### config.mk
export PLATFORM = sky130hd
export DESIGN_NAME = matrix_scan_ctrl
export DESIGN_NICKNAME = d
export VERILOG_FILES = /design/src/rtl/matrix_scan_ctrl.sv
export SDC_FILE = /design/constraint.sdc
export NUM_CORES = 1
export LEC_CHECK = 0
export ABC_AREA = 1
export CAP_MARGIN = 20
export CORE_ASPECT_RATIO = 0.9
export CORE_MARGIN = 2
export CORE_UTILIZATION = 35
export DETAILED_ROUTE_END_ITERATION = 8
export DONT_BUFFER_PORTS = 1
export HOLD_SLACK_MARGIN = 0.15
export SLEW_MARGIN = 20
export SYNTH_ARGS = -nofsm -noshare
export SYNTH_HDL_FRONTEND = slang
export SYNTH_SLANG_ARGS = --single-unit
### constraint.sdc
create_clock -name clk -period 4 [get_ports clk]
set_input_delay 0.8 -clock clk [delete_from_list [all_inputs] [get_ports clk]]
set_output_delay 0.8 -clock clk [all_outputs]
set_load 0.005 [all_outputs]
### src/rtl/matrix_scan_ctrl.sv
// Column-multiplexed refresh controller for a 7x5 LED matrix with a
// double-buffered frame that is swapped only at the frame boundary.
module matrix_scan_ctrl #(
    parameter int DWELL_CYCLES = 50000,
    parameter int BLANK_CYCLES = 4
) (
    input  logic        clk,
    input  logic        rst_n,
    input  logic        enable,
    input  logic [34:0] frame_data,
    input  logic        frame_valid,
    output logic        frame_ready,
    output logic [6:0]  acender_coluna,
    output logic [4:0]  saida_reg,
    output logic        frame_tick
);

    localparam int CNT_MAX = (DWELL_CYCLES > BLANK_CYCLES) ? DWELL_CYCLES : BLANK_CYCLES;
    localparam int CNT_W   = $clog2(CNT_MAX + 1);
    localparam logic [CNT_W-1:0] DWELL_LAST = CNT_W'(DWELL_CYCLES - 1);
    localparam logic [CNT_W-1:0] BLANK_LAST = CNT_W'((BLANK_CYCLES > 0) ? BLANK_CYCLES - 1 : 0);
    localparam logic [2:0]       COL_LAST   = 3'd6;

    typedef enum logic [1:0] {
        S_IDLE,
        S_BLANK,
        S_DRIVE
    } state_t;

    state_t            state_q, state_d;
    logic [2:0]        col_q, col_d;
    logic [CNT_W-1:0]  cnt_q, cnt_d;
    logic [34:0]       active_q, active_d;
    logic [34:0]       shadow_q, shadow_d;
    logic              pending_q, pending_d;
    logic              frame_ready_q, frame_ready_d;
    logic [6:0]        acender_q, acender_d;
    logic [4:0]        saida_q, saida_d;
    logic              frame_tick_q, frame_tick_d;
    logic              load, swap;

    function automatic logic [4:0] col_rows(input logic [34:0] frame, input logic [2:0] col);
        logic [5:0] base;
        base = 6'(col) * 6'd5;
        return frame[base +: 5];
    endfunction

    always_comb begin
        state_d = state_q;
        col_d   = col_q;
        cnt_d   = cnt_q + CNT_W'(1);

        // frame_ready is ~pending, so a load and a swap never coincide
        load      = frame_valid & frame_ready_q;
        swap      = frame_tick_q & pending_q;
        active_d  = swap ? shadow_q : active_q;
        shadow_d  = load ? frame_data : shadow_q;
        pending_d = load ? 1'b1 : (swap ? 1'b0 : pending_q);
        frame_ready_d = ~pending_d;

        if (!enable) begin
            state_d = S_IDLE;
            col_d   = '0;
            cnt_d   = '0;
        end else begin
            case (state_q)
                S_IDLE: begin
                    state_d = (BLANK_CYCLES > 0) ? S_BLANK : S_DRIVE;
                    col_d   = '0;
                    cnt_d   = '0;
                end
                S_BLANK: begin
                    if (cnt_q == BLANK_LAST) begin
                        state_d = S_DRIVE;
                        cnt_d   = '0;
                    end
                end
                S_DRIVE: begin
                    if (cnt_q == DWELL_LAST) begin
                        state_d = (BLANK_CYCLES > 0) ? S_BLANK : S_DRIVE;
                        col_d   = (col_q == COL_LAST) ? 3'd0 : col_q + 3'd1;
                        cnt_d   = '0;
                    end
                end
                default: begin
                    state_d = S_IDLE;
                    col_d   = '0;
                    cnt_d   = '0;
                end
            endcase
        end

        // Outputs are registered from the next-state view so they line up with the state they describe
        acender_d    = '0;
        saida_d      = '0;
        frame_tick_d = 1'b0;
        if (state_d == S_DRIVE) begin
            acender_d    = 7'b000_0001 << col_d;
            saida_d      = col_rows(active_d, col_d);
            frame_tick_d = (col_d == COL_LAST) && (cnt_d == DWELL_LAST);
        end
    end

    always_ff @(posedge clk or negedge rst_n) begin
        if (!rst_n) begin
            state_q       <= S_IDLE;
            col_q         <= '0;
            cnt_q         <= '0;
            active_q      <= '0;
            shadow_q      <= '0;
            pending_q     <= 1'b0;
            frame_ready_q <= 1'b1;
            acender_q     <= '0;
            saida_q       <= '0;
            frame_tick_q  <= 1'b0;
        end else begin
            state_q       <= state_d;
            col_q         <= col_d;
            cnt_q         <= cnt_d;
            active_q      <= active_d;
            shadow_q      <= shadow_d;
            pending_q     <= pending_d;
            frame_ready_q <= frame_ready_d;
            acender_q     <= acender_d;
            saida_q       <= saida_d;
            frame_tick_q  <= frame_tick_d;
        end
    end

    assign frame_ready    = frame_ready_q;
    assign acender_coluna = acender_q;
    assign saida_reg      = saida_q;
    assign frame_tick     = frame_tick_q;

endmodule

Word-level counts from Yosys, hierarchy flattened
Cells that the tools add are included.

Flip-flop bits (word level): 106. Logic and storage cells: 46. Input bits: 39.

Shifts and indexed selects: 2. Multiply operators: 1. Eq/ne operators: 8. Reductions and logical operators: 2. Bitwise operators: 3. Mux-type cells: 18. $add $sub $neg: 2.

Operators by type and width (count): $mux W16 (3); $mux W35 (1); $shiftx A35 B7 Y5 (1); $eq A16 B16 Y1 const B (2); $pmux W16 S2 (1); $add A16 B1 Y16 const B (1); $eq A16 B2 Y1 const B (1); $mux W3 (3); $mux W7 (1); $shl A1 B3 Y7 const A (1); $eq A3 B3 Y1 const B (2); $mul A3 B3 Y6 const B (1); $mux W2 (3); $pmux W2 S3 (1); $pmux W3 S2 (1); $mux W5 (1); $eq A2 B2 Y1 const B (2); $add A3 B1 Y3 const B (1); $mux W1 (3); $and A1 B1 Y1 (2); $eq A2 B1 Y1 const B (1); $logic_not A2 Y1 (1); $logic_and A1 B1 Y1 (1); $not A1 Y1 (1).

Longest topological paths before layout
Depth in word-level cells: 8. Depth in mapped cells: 15.

Worst setup path after synthesis
Ideal clock, no wire load.

Kind: input port to flip-flop. From: in frame_valid. To: reg shadow_q[10]. Data arrival time: 1.729 ns. Stages on the path: 3. Library setup time: 0.125 ns. Buffers on the path: 1. Path slack: 2.147 ns. Data required time: 3.875 ns. Cells stage by stage: nand2_1 -> clkbuf_1 -> mux2_2.

Longest elaborated chain between the ends: 1.

Ends and longest elaborated chain: from (decl) (RTL line 11) `input logic frame_valid,`; $and A1 B1 Y1 (RTL line 54) `load = frame_valid & frame_ready_q;`; to (signal assigned) (RTL line 121) `shadow_q <= shadow_d;`; to (decl) (RTL line 34) `logic [34:0] shadow_q, shadow_d;`.

Every way passes these cells. A chain may end at the register's enable or synchronous reset.

Final worst setup path
From: reg cnt_q[0]. To: reg saida_q[3], in the netlist saida_reg[3].

Longest elaborated chain between the ends: 7.

Ends and longest elaborated chain: from (decl) (RTL line 32) `logic [CNT_W-1:0] cnt_q, cnt_d;`; from (signal assigned) (RTL line 119) `cnt_q <= cnt_d;`; $eq A16 B16 Y1 (RTL line 79) `if (cnt_q == DWELL_LAST) begin`; $mux W3 (RTL line 79); $pmux W3 S2 (RTL line 66) `case (state_q)`; $mux W3 (RTL line 61) `if (!enable) begin`; net col_d[1] (RTL line 31) `logic [2:0] col_q, col_d;`; $mul A3 B3 Y6 (RTL line 44) `base = 6'(col) * 6'd5;`; $shiftx A35 B7 Y5 (RTL line 45) `return frame[base +: 5];`; $mux W5 (RTL line 97) `if (state_d == S_DRIVE) begin`; net saida_d[3] (RTL line 38) `logic [4:0] saida_q, saida_d;`; to (signal assigned) (RTL line 125) `saida_q <= saida_d;`; to (decl) (RTL line 38).

The timed path passes the listed nets, and every way through them passes these cells.

==> run metrics <==
Skew-Pair Late Insertion Delay 340 ps; Die X 129 um; maxcap violations 0; post-synthesis sequential element count 106; final worst path period need 2380 ps; number of routed nets with antenna violations 0; final antenna diode count 0; # nets final 582; fillcell total 1377; top flop regs active_q x35, shadow_q x35, cnt_q x16; Area Overhead vs Synth 10.6%; Distinct cells, synth 30; layout cells sized above 1 0.157; Hold Path Class input port to async pin; leading cell type in the layout, fill and taps excluded nand2_1; number of port buffers 0; maximum clock frequency 0.420 GHz; CTS max path bufs 2; Cell Rows slightly above 40; vias in the first global route 3491; Initial Util 0.355; Final Wtd Congestion 0.850; final period utilization 0.595; DIE AREA 0.0151 mm^2; Worst slew margin 0.353; CTS root buf clkbuf_16; status finished clean; skew final 8.47 ps; crit path kind flop to flop; register share of total power 0.545; drt pass-1 iters 4; clk sinks 106; Switch Pwr 448 uW; Worst EP required about 4200 ps; Worst-path clk slew 80 ps; largest net degree at the start of global routing 66; Crit Path Max Fanout 20; crit path DAT 2620 ps; Internal Power between 1500 and 2000 uW; Yosys warning total 0; synthesized net count 580; Post-Syn Area 0.00493 mm^2; post-synthesis sequential area ratio 0.538; Clock Power Share 0.434; setup violators final 0; RSZ-0062 raised after global routing no; power per cell area 361 mW/mm^2; logic depth of the worst register-to-register path 13; leading cell types in the layout, fill and taps excluded nand2_1, dfrtp_1, inv_1; Crit path largest cell delay roughly 400 ps; peak supply drop approximately 0.00022 V; cell breakdown of the critical path ha_1, nand3_2, nor2_4, nand2_2, nand2_1, nand2_1, nand3_2, inv_2, nand2_1, o21ai_0, nor2_1, nand2_1, nand2_1; IO Count 53; CP max-delay cell dfrtp_1; DR iter-0 viols roughly 240; Hold Fails Final Rpt 0; Syn Area/Cell 9.21 um^2; Setup TNS 0 ps; initial antenna violation count 0; gr usage total 0.145; cells after synthesis 536; DR DRC count 0; switching share of power 0.228; CTS tree built; Final Util 0.393; total number of vias 3358; worst-margin pin slew 968 ps; P_leak 0.00315 uW; die height 117 um; detail-routed via count per cell 4.56; Detailed Place HPWL between 7000 and 8000 um; TritonCTS buffer count 9; CP endpoint kind flop; GRT Residual Overflow 0; global-route wire length before repair 17000 um; H-tree level count 3; Combinational Power Share 0.021; fin. max-slew vios 0; core area 0.0139 mm^2; most frequent CP cell nand2_1; Routed WL 10200 um; Critical Path Start Type flop; drt wl/cell roughly 14 um
==> routing by layer <==
layer	track usage	part of all wire
met5	0	0
met4	0.0413	0.012
met1	0.199	0.49
met3	0.0325	0.037
met2	0.232	0.46
==> Yosys cell counts (all sizes together) <==
| cell type | count | area [um^2] |
|---|---|---|
| mux2i | 5 | 50.1 |
| inv | 80 | 300 |
| clkinv | 2 | 7.51 |
| clkbuf | 7 | 26.3 |
| mux2 | 45 | 507 |
| nand4 | 5 | 31.3 |
| a21oi | 1 | 5.00 |
| nor2 | 59 | 254 |
| xnor2 | 1 | 8.76 |
| nand3b | 2 | 15.0 |
| dfrtp | 105 | 2630 |
| o21ai | 39 | 195 |
| dfstp | 1 | 26.3 |
| or2 | 1 | 6.26 |
| nand3 | 27 | 155 |
| a21boi | 1 | 7.51 |
| nand2 | 134 | 526 |
| buf | 6 | 51.3 |
| xor2 | 6 | 52.6 |
| nor3 | 4 | 20.0 |
| ha | 5 | 62.6 |
==> path summary, 6_finish.rpt <==
| check | start | to | slack, ps |
|---|---|---|---|
| setup / recovery | cnt_q[0]$_DFF_PN0_ | saida_reg[3]$_DFF_PN0_ | 1620 |
| min in group clk | cnt_q[0]$_DFF_PN0_ | cnt_q[0]$_DFF_PN0_ | 480 |
| setup reg to reg | cnt_q[0]$_DFF_PN0_ | saida_reg[3]$_DFF_PN0_ | 1620 |
| max in group asynchronous | rst_n | state_q[0]$_DFF_PN0_ | 2830 |
| hold / removal | rst_n | shadow_q[10]$_DFFE_PN0P_ | 290 |
| hold reg to reg | cnt_q[0]$_DFF_PN0_ | cnt_q[0]$_DFF_PN0_ | 480 |
==> worst max-delay path, delay by kind of cell, from the launching register on <==
kind | cells | cell delay (ps)
AO/OA/AOI/OAI | 1 | 120
adder cells (fa/ha/maj) | 1 | 300
buffers and inverters | 1 | 250
flip-flops | 1 | 400
AND/OR/NAND/NOR | 10 | 1180
==> final cells by class <==
cell class,count,area (um^2),area share
well taps,193,241,0.0442
repair buffers,4,65.1,0.0119
clock inverters,7,68.8,0.0126
clock buffers,9,225,0.0412
multi-input cells,335,1900,0.348
flip-flops and latches,106,2650,0.486
inverters,82,308,0.0564
==> cell families (layout without fill, tap and decap cells) <==
family,count (synthesis),after routing,share of synthesized area
AOI/OAI and AO/OA,41,41,0.0421
xor gates and xnor gates,7,7,0.0124
muxes,50,50,0.113
and+or+nand+nor,232,232,0.204
adders and majority gates,5,5,0.0127
buffers and inverters,95,102,0.0781
DFF,106,106,0.538
==> power groups by stage <==
stage / sequential, uW / clock (uW) / combinational (uW)
2_1_floorplan: 1090 / 0 / 11.5
3_3_place_gp: 1090 / 0 / 14.0
3_5_place_dp: 1090 / 0 / 14.5
4_1_cts: 1070 / 880 / 42.9
5_1_grt: 1070 / 919 / 47.5
6_report: 1070 / 855 / 40.5
==> stage by stage <==
stage | setup slack (ps) | area [um^2] | instances | power [uW] | hold WS, ps
2_1_floorplan | 2150 | 4930 | 536 | 1110 | 432
3_3_place_gp | 1800 | 5110 | 717 | 1110 | 445
3_5_place_dp | 1660 | 5110 | 717 | 1110 | 476
4_1_cts | 1660 | 5460 | 736 | 2000 | 286
5_1_grt | 1300 | 5460 | 736 | 2040 | 280
6_report | 1620 | 5460 | 736 | 1970 | 293
==> timing repair <==
| item | 4_1_cts | 5_1_grt |
|---|---|---|
| endpoints found under the setup margin | 0 | 0 |
| endpoints found under the hold margin | 65 | 0 |
| setup buffers | 0 | 0 |
| hold buffers | 3 | 0 |
| resized for setup | 0 | 0 |
Power figures use the tool's default switching activity.
